File: src/rtl/uart_pkg.sv
// Shared UART definitions: parity mode codes (also used by the transmitter),
// the receiver state encoding and a small 2-of-3 vote helper.
package uart_pkg;

    localparam int PAR_NONE = 0;
    localparam int PAR_ODD  = 1;
    localparam int PAR_EVEN = 2;

    typedef enum logic [2:0] {
        IDLE,
        START,
        DATA,
        PARITY,
        STOP,
        BREAK
    } rx_state_t;

    function automatic logic maj3(input logic a, input logic b, input logic c);
        return (a & b) | (a & c) | (b & c);
    endfunction

endpackage

File: src/rtl/sync_2ff.sv
// Generic two-flop synchroniser for a single asynchronous input.
// RESET_VAL sets the value both flops take during reset so the
// downstream logic sees a known, inactive level on release.
module sync_2ff #(
    parameter logic RESET_VAL = 1'b0
) (
    input  logic clk,
    input  logic rst,
    input  logic d,
    output logic q
);

    logic meta;

    // two back-to-back flops; only q is safe to use in the clk domain
    always_ff @(posedge clk or negedge rst) begin
        if (!rst) begin
            meta <= RESET_VAL;
            q    <= RESET_VAL;
        end else begin
            meta <= d;
            q    <= meta;
        end
    end

endmodule

File: src/rtl/uart_rx.sv
// UART receiver for 8N1 / 8O1 / 8E1 frames, bit-exact with the team's
// transmitter timing (bit period = div_ratio+1 clocks).
// Optional build macro UART_RX_MAJORITY_EN: every bit decision becomes a
// 2-of-3 vote over the samples at centre-1, centre and centre+1, and all
// decisions and outputs move one clock later.
//
// Output handshake: valid is a one-cycle strobe with no ready; rx_data,
// parity_err and frame_err change only in that cycle and hold until the
// next strobe, so the consumer must take the byte within about a frame.
module uart_rx
    import uart_pkg::*;
#(
    parameter int parity    = PAR_NONE,
    parameter int div_ratio = 434
) (
    input  logic       clk,
    input  logic       rst,
    input  logic       rx_line,
    output logic [7:0] rx_data,
    output logic       valid,
    output logic       parity_err,
    output logic       frame_err,
    output logic       busy
);

    localparam int P  = div_ratio + 1;
    localparam int H  = P / 2;
    localparam int CW = $clog2(div_ratio + 1) + 1;

`ifdef UART_RX_MAJORITY_EN
    localparam int SKEW = 1;
`else
    localparam int SKEW = 0;
`endif

    // Counter values at which a decision is taken. With the vote enabled the
    // decision lands one cycle after the centre, so the next state starts its
    // count at 1 to keep every later centre on the same line position.
    localparam logic [CW-1:0] START_AT  = CW'(H - 1 + SKEW);
    localparam logic [CW-1:0] CENTRE_AT = CW'(P - 1 + SKEW);
    localparam logic [CW-1:0] ENTRY_CNT = CW'(SKEW);

    generate
        if (div_ratio < 3) begin : g_bad_div_ratio
            $error("uart_rx: div_ratio must be at least 3");
        end
    endgenerate

    logic            rxs;
    logic            bit_val;
    rx_state_t       state;
    logic [CW-1:0]   cnt;
    logic [2:0]      bit_idx;
    logic [7:0]      shreg;
    logic            par_acc;
    logic            par_bad;

    sync_2ff #(.RESET_VAL(1'b1)) u_sync (
        .clk (clk),
        .rst (rst),
        .d   (rx_line),
        .q   (rxs)
    );

`ifdef UART_RX_MAJORITY_EN
    logic rxs_d1;
    logic rxs_d2;

    // keep the two previous synchronised samples for the 2-of-3 vote
    always_ff @(posedge clk or negedge rst) begin
        if (!rst) begin
            rxs_d1 <= 1'b1;
            rxs_d2 <= 1'b1;
        end else begin
            rxs_d1 <= rxs;
            rxs_d2 <= rxs_d1;
        end
    end

    assign bit_val = maj3(rxs_d2, rxs_d1, rxs);
`else
    assign bit_val = rxs;
`endif

    // frame FSM: bit timing, deserialisation, parity and registered outputs
    always_ff @(posedge clk or negedge rst) begin
        if (!rst) begin
            state      <= IDLE;
            cnt        <= '0;
            bit_idx    <= '0;
            shreg      <= '0;
            par_acc    <= 1'b0;
            par_bad    <= 1'b0;
            rx_data    <= '0;
            valid      <= 1'b0;
            parity_err <= 1'b0;
            frame_err  <= 1'b0;
            busy       <= 1'b0;
        end else begin
            valid <= 1'b0;
            cnt   <= cnt + 1'b1;
            case (state)
                IDLE: begin
                    cnt <= '0;
                    if (!rxs) begin
                        state <= START;
                        busy  <= 1'b1;
                    end
                end
                START: begin
                    if (cnt == START_AT) begin
                        if (bit_val) begin
                            // line back high at mid-start: a glitch, not a frame
                            state <= IDLE;
                            busy  <= 1'b0;
                        end else begin
                            state   <= DATA;
                            cnt     <= ENTRY_CNT;
                            bit_idx <= '0;
                            par_acc <= 1'b0;
                            par_bad <= 1'b0;
                        end
                    end
                end
                DATA: begin
                    if (cnt == CENTRE_AT) begin
                        cnt     <= ENTRY_CNT;
                        shreg   <= {bit_val, shreg[7:1]};
                        par_acc <= par_acc ^ bit_val;
                        bit_idx <= bit_idx + 3'd1;
                        if (bit_idx == 3'd7) begin
                            state <= (parity != PAR_NONE) ? PARITY : STOP;
                        end
                    end
                end
                PARITY: begin
                    if (cnt == CENTRE_AT) begin
                        cnt     <= ENTRY_CNT;
                        state   <= STOP;
                        // par_acc ^ bit is 1 when data ones + parity bit is odd
                        par_bad <= (parity == PAR_ODD) ? ~(par_acc ^ bit_val)
                                                       : (par_acc ^ bit_val);
                    end
                end
                STOP: begin
                    if (cnt == CENTRE_AT) begin
                        cnt        <= ENTRY_CNT;
                        valid      <= 1'b1;
                        rx_data    <= shreg;
                        parity_err <= (parity == PAR_NONE) ? 1'b0 : par_bad;
                        frame_err  <= ~bit_val;
                        if (bit_val) begin
                            state <= IDLE;
                            busy  <= 1'b0;
                        end else begin
                            state <= BREAK;
                        end
                    end
                end
                BREAK: begin
                    // held-low line: wait for release without issuing more frames
                    cnt <= '0;
                    if (rxs) begin
                        state <= IDLE;
                        busy  <= 1'b0;
                    end
                end
                default: begin
                    state <= IDLE;
                    busy  <= 1'b0;
                end
            endcase
        end
    end

endmodule

File: config.mk
export PLATFORM = sky130hd
export DESIGN_NAME = uart_rx
export DESIGN_NICKNAME = d
export VERILOG_FILES = /design/src/rtl/uart_pkg.sv /design/src/rtl/sync_2ff.sv /design/src/rtl/uart_rx.sv
export SDC_FILE = /design/constraint.sdc
export NUM_CORES = 1
export LEC_CHECK = 0
export ABC_AREA = 1
export CAP_MARGIN = 20
export CORE_MARGIN = 5
export CORE_UTILIZATION = 60
export DETAILED_ROUTE_END_ITERATION = 10
export GPL_TIMING_DRIVEN = 1
export PLACE_DENSITY = 0.87
export RECOVER_POWER = 25
export SETUP_SLACK_MARGIN = 0.1
export SLEW_MARGIN = 20
export SYNTH_ARGS = -nofsm -noshare
export SYNTH_HDL_FRONTEND = slang
export SYNTH_HIERARCHICAL = 1
export SYNTH_SLANG_ARGS = --single-unit
export TNS_END_PERCENT = 10
File: constraint.sdc
create_clock -name clk -period 2.76 [get_ports clk]
set_input_delay 0.69 -clock clk [delete_from_list [all_inputs] [get_ports clk]]
set_output_delay 0.69 -clock clk [all_outputs]
set_load 0.02 [all_outputs]
==> run metrics <==
syn_area_per_cell=8.40 um2; final hold viol count=0; pins over their slew limit=38; cells on worst reg2reg path=9; Worst EP required=2.07 ns; Chip Height=64.7 um; maxcap violations=1; Worst Path Buf+Inv=1; final net count=238; Final ANT Viol Nets=0; ANT cells=0; post-CTS sizing=0; Power Density=445 nW/um2; ranking of synthesized cells by area=dfrtp_1, nand2_1, inv_1; Worst path top cell family by delay=buffers and inverters; Leak=0.955 nW; EDFF count, synth=0; status=finished with violations; TritonCTS Buffers=5; setup tns final=0 ns; Synth warnings=6; critical path, cell by cell=clkdlybuf4s50_1; Clk pin slew, worst setup/hold paths=0.12 ns; Clock Power Share=37.1%; sw frac=21.9%; number of port buffers=13; H-tree Lvls=2; routability cong.=0.963; CTS tree=built; Synth Register Bits=37; Syn Inst Count=214; Crit path largest cell delay=0.61 ns; Hold Path Stages=0; setup bufs post-CTS=0; Routed WL per cell=12.2 um; switching power=0.196 mW; initial antenna violation count=0; global-route wire length before repair=5950 um; CP Depth=1; Max Buffers Root-to-Sink=2; post-layout min period=2.03 ns; failing checks=max-capacitance violations, max-slew violations; clk_skew=0.00923 ns; drt pass-1 iters=4; FMAX=493 MHz; DRT iter0 DRCs=105; vias in the first global route=1377; Sequential Power Share=61.1%; Placeable Area=2810 um2; pin count of the biggest net entering global routing=38; Global Route Usage Sum=18.3%; VDD IR max=494 uV; Hold-fix buffers, CTS=0; Finish-stage setup viols=0; post-synth top area cell=dfrtp_1; crit path max-delay cell type=clkdlybuf4s50_1; Post-Syn Nets=222; CTS Sinks=37; Main synth FF type=dfrtp_1; die footprint=4190 um2; Logic pwr share=1.8%; internal cell power=0.699 mW; RSZ-0062 raised after global routing=false; worst min path class=register to register; Initial Util=64.1%; Site Rows=19; Startpoint Class=register; post-layout util=71.7%; top cells by instance count after synthesis=nand2_1, dfrtp_1, inv_1; worst-skew pair later-pin latency=0.35 ns; HPWL reported at the end of detailed placement=2300 um; DR vias/cell=5.23; post-synthesis cell type count=24; Tot Pwr=0.895 mW; fraction of registers with async set/reset=100%; post-route clock period utilization=73.5%; Layout area overhead=11.8%; sequential-to-total area share from yosys stat=51.6%; share of cells above drive strength 1=8.23%; Mapped Area=1800 um2; Worst Setup End Kind=output pin; DR vias=1370; area of placed instances=1940 um2; DRC errors left=0; Max-slew headroom=-24.1%; Top Ports=15; final instance area=2010 um2; GRT overflow=0; Routed Wire Length=3210 um; Root Buffer=clkbuf_4; Crit Path Max Fanout=2; die width=64.7 um; Worst-Margin Slew=1.86 ns; WP data arrival=1.34 ns; kind of critical path=register to output pin; Synth top area share=48.7%; count leader, synth=nand2_1
registers in the layout, indices dropped and copies added (netlist names):
| name | count |
|---|---|
| u_sync/q | 1 |
| busy | 1 |
| u_sync/meta | 1 |
| valid | 1 |
| cnt | 10 |
| frame_err | 1 |
| state | 3 |
| shreg | 8 |
| rx_data | 8 |
| bit_idx | 3 |
cell usage in the layout (no fill, tap or decap), types with 5 or more instances in the layout:
cell type and count:
nand2_1 52, dfrtp_1 35, inv_1 30, nor2_1 26, o21ai_0 19, nand3_1 11, clkdlybuf4s50_1 11, nor3_1 6
xor2_1 5, ha_1 5, clkbuf_4 5
final timing paths:
| kind | start | end | slack (ns) |
|---|---|---|---|
| max in group asynchronous | rst | cnt[2] | 0.85 |
| max | busy | busy | 0.73 |
| min reg2reg | u_sync/meta | u_sync/q | 0.36 |
| min | u_sync/meta | u_sync/q | 0.36 |
| min in group asynchronous | rst | shreg[6] | 0.84 |
| max reg2reg | cnt[0] | cnt[6] | 0.91 |
cell families after synthesis:
| group | after synthesis | synth area share (%) |
|---|---|---|
| simple gates | 107 | 26.9 |
| flops | 37 | 51.6 |
| buf+inv | 34 | 7.58 |
| compound gates | 23 | 6.82 |
| xor+xnor | 7 | 3.41 |
| fa+ha+maj | 5 | 3.48 |
| other cells | 1 | 0.209 |
power by group through the flow:
stage	registers [mW]	clock network, mW	logic, mW
2_1_floorplan	0.555	0	0.00716
3_3_place_gp	0.557	0	0.0176
3_5_place_dp	0.557	0	0.0179
4_1_cts	0.547	0.342	0.0179
5_1_grt	0.547	0.373	0.0198
6_report	0.547	0.332	0.0163
routing by layer:
layer | global-route usage (%) | share of wire [%] | up-vias
met5 | 0 | 0 | -
met2 | 29.4 | 48 | 29
met4 | 5.80 | 1.4 | 0
met3 | 5.70 | 4.1 | 6
li1 | - | - | 698
met1 | 23.8 | 47 | 637
per-stage QoR:
stage / hold slack [ns] / setup WS [ns] / std cells
after global routing: 0.375 / 0.363 / 262
after detailed placement: 0.350 / 0.934 / 254
after floorplan: 0.345 / 1.17 / 214
after CTS: 0.366 / 0.717 / 262
after global placement: 0.347 / 1.01 / 254
final: 0.364 / 0.731 / 262
layout make-up:
class / count / area [um2]
Fill cell: 224 / 795
Multi-Input combinational cell: 143 / 733
Clock inverter: 1 / 8.76
Sequential cell: 37 / 928
Inverter: 30 / 113
Timing Repair Buffer: 13 / 124
Clock buffer: 7 / 65.1
Tap cell: 31 / 38.8
No activity file was read; power rests on OpenSTA's default activity.
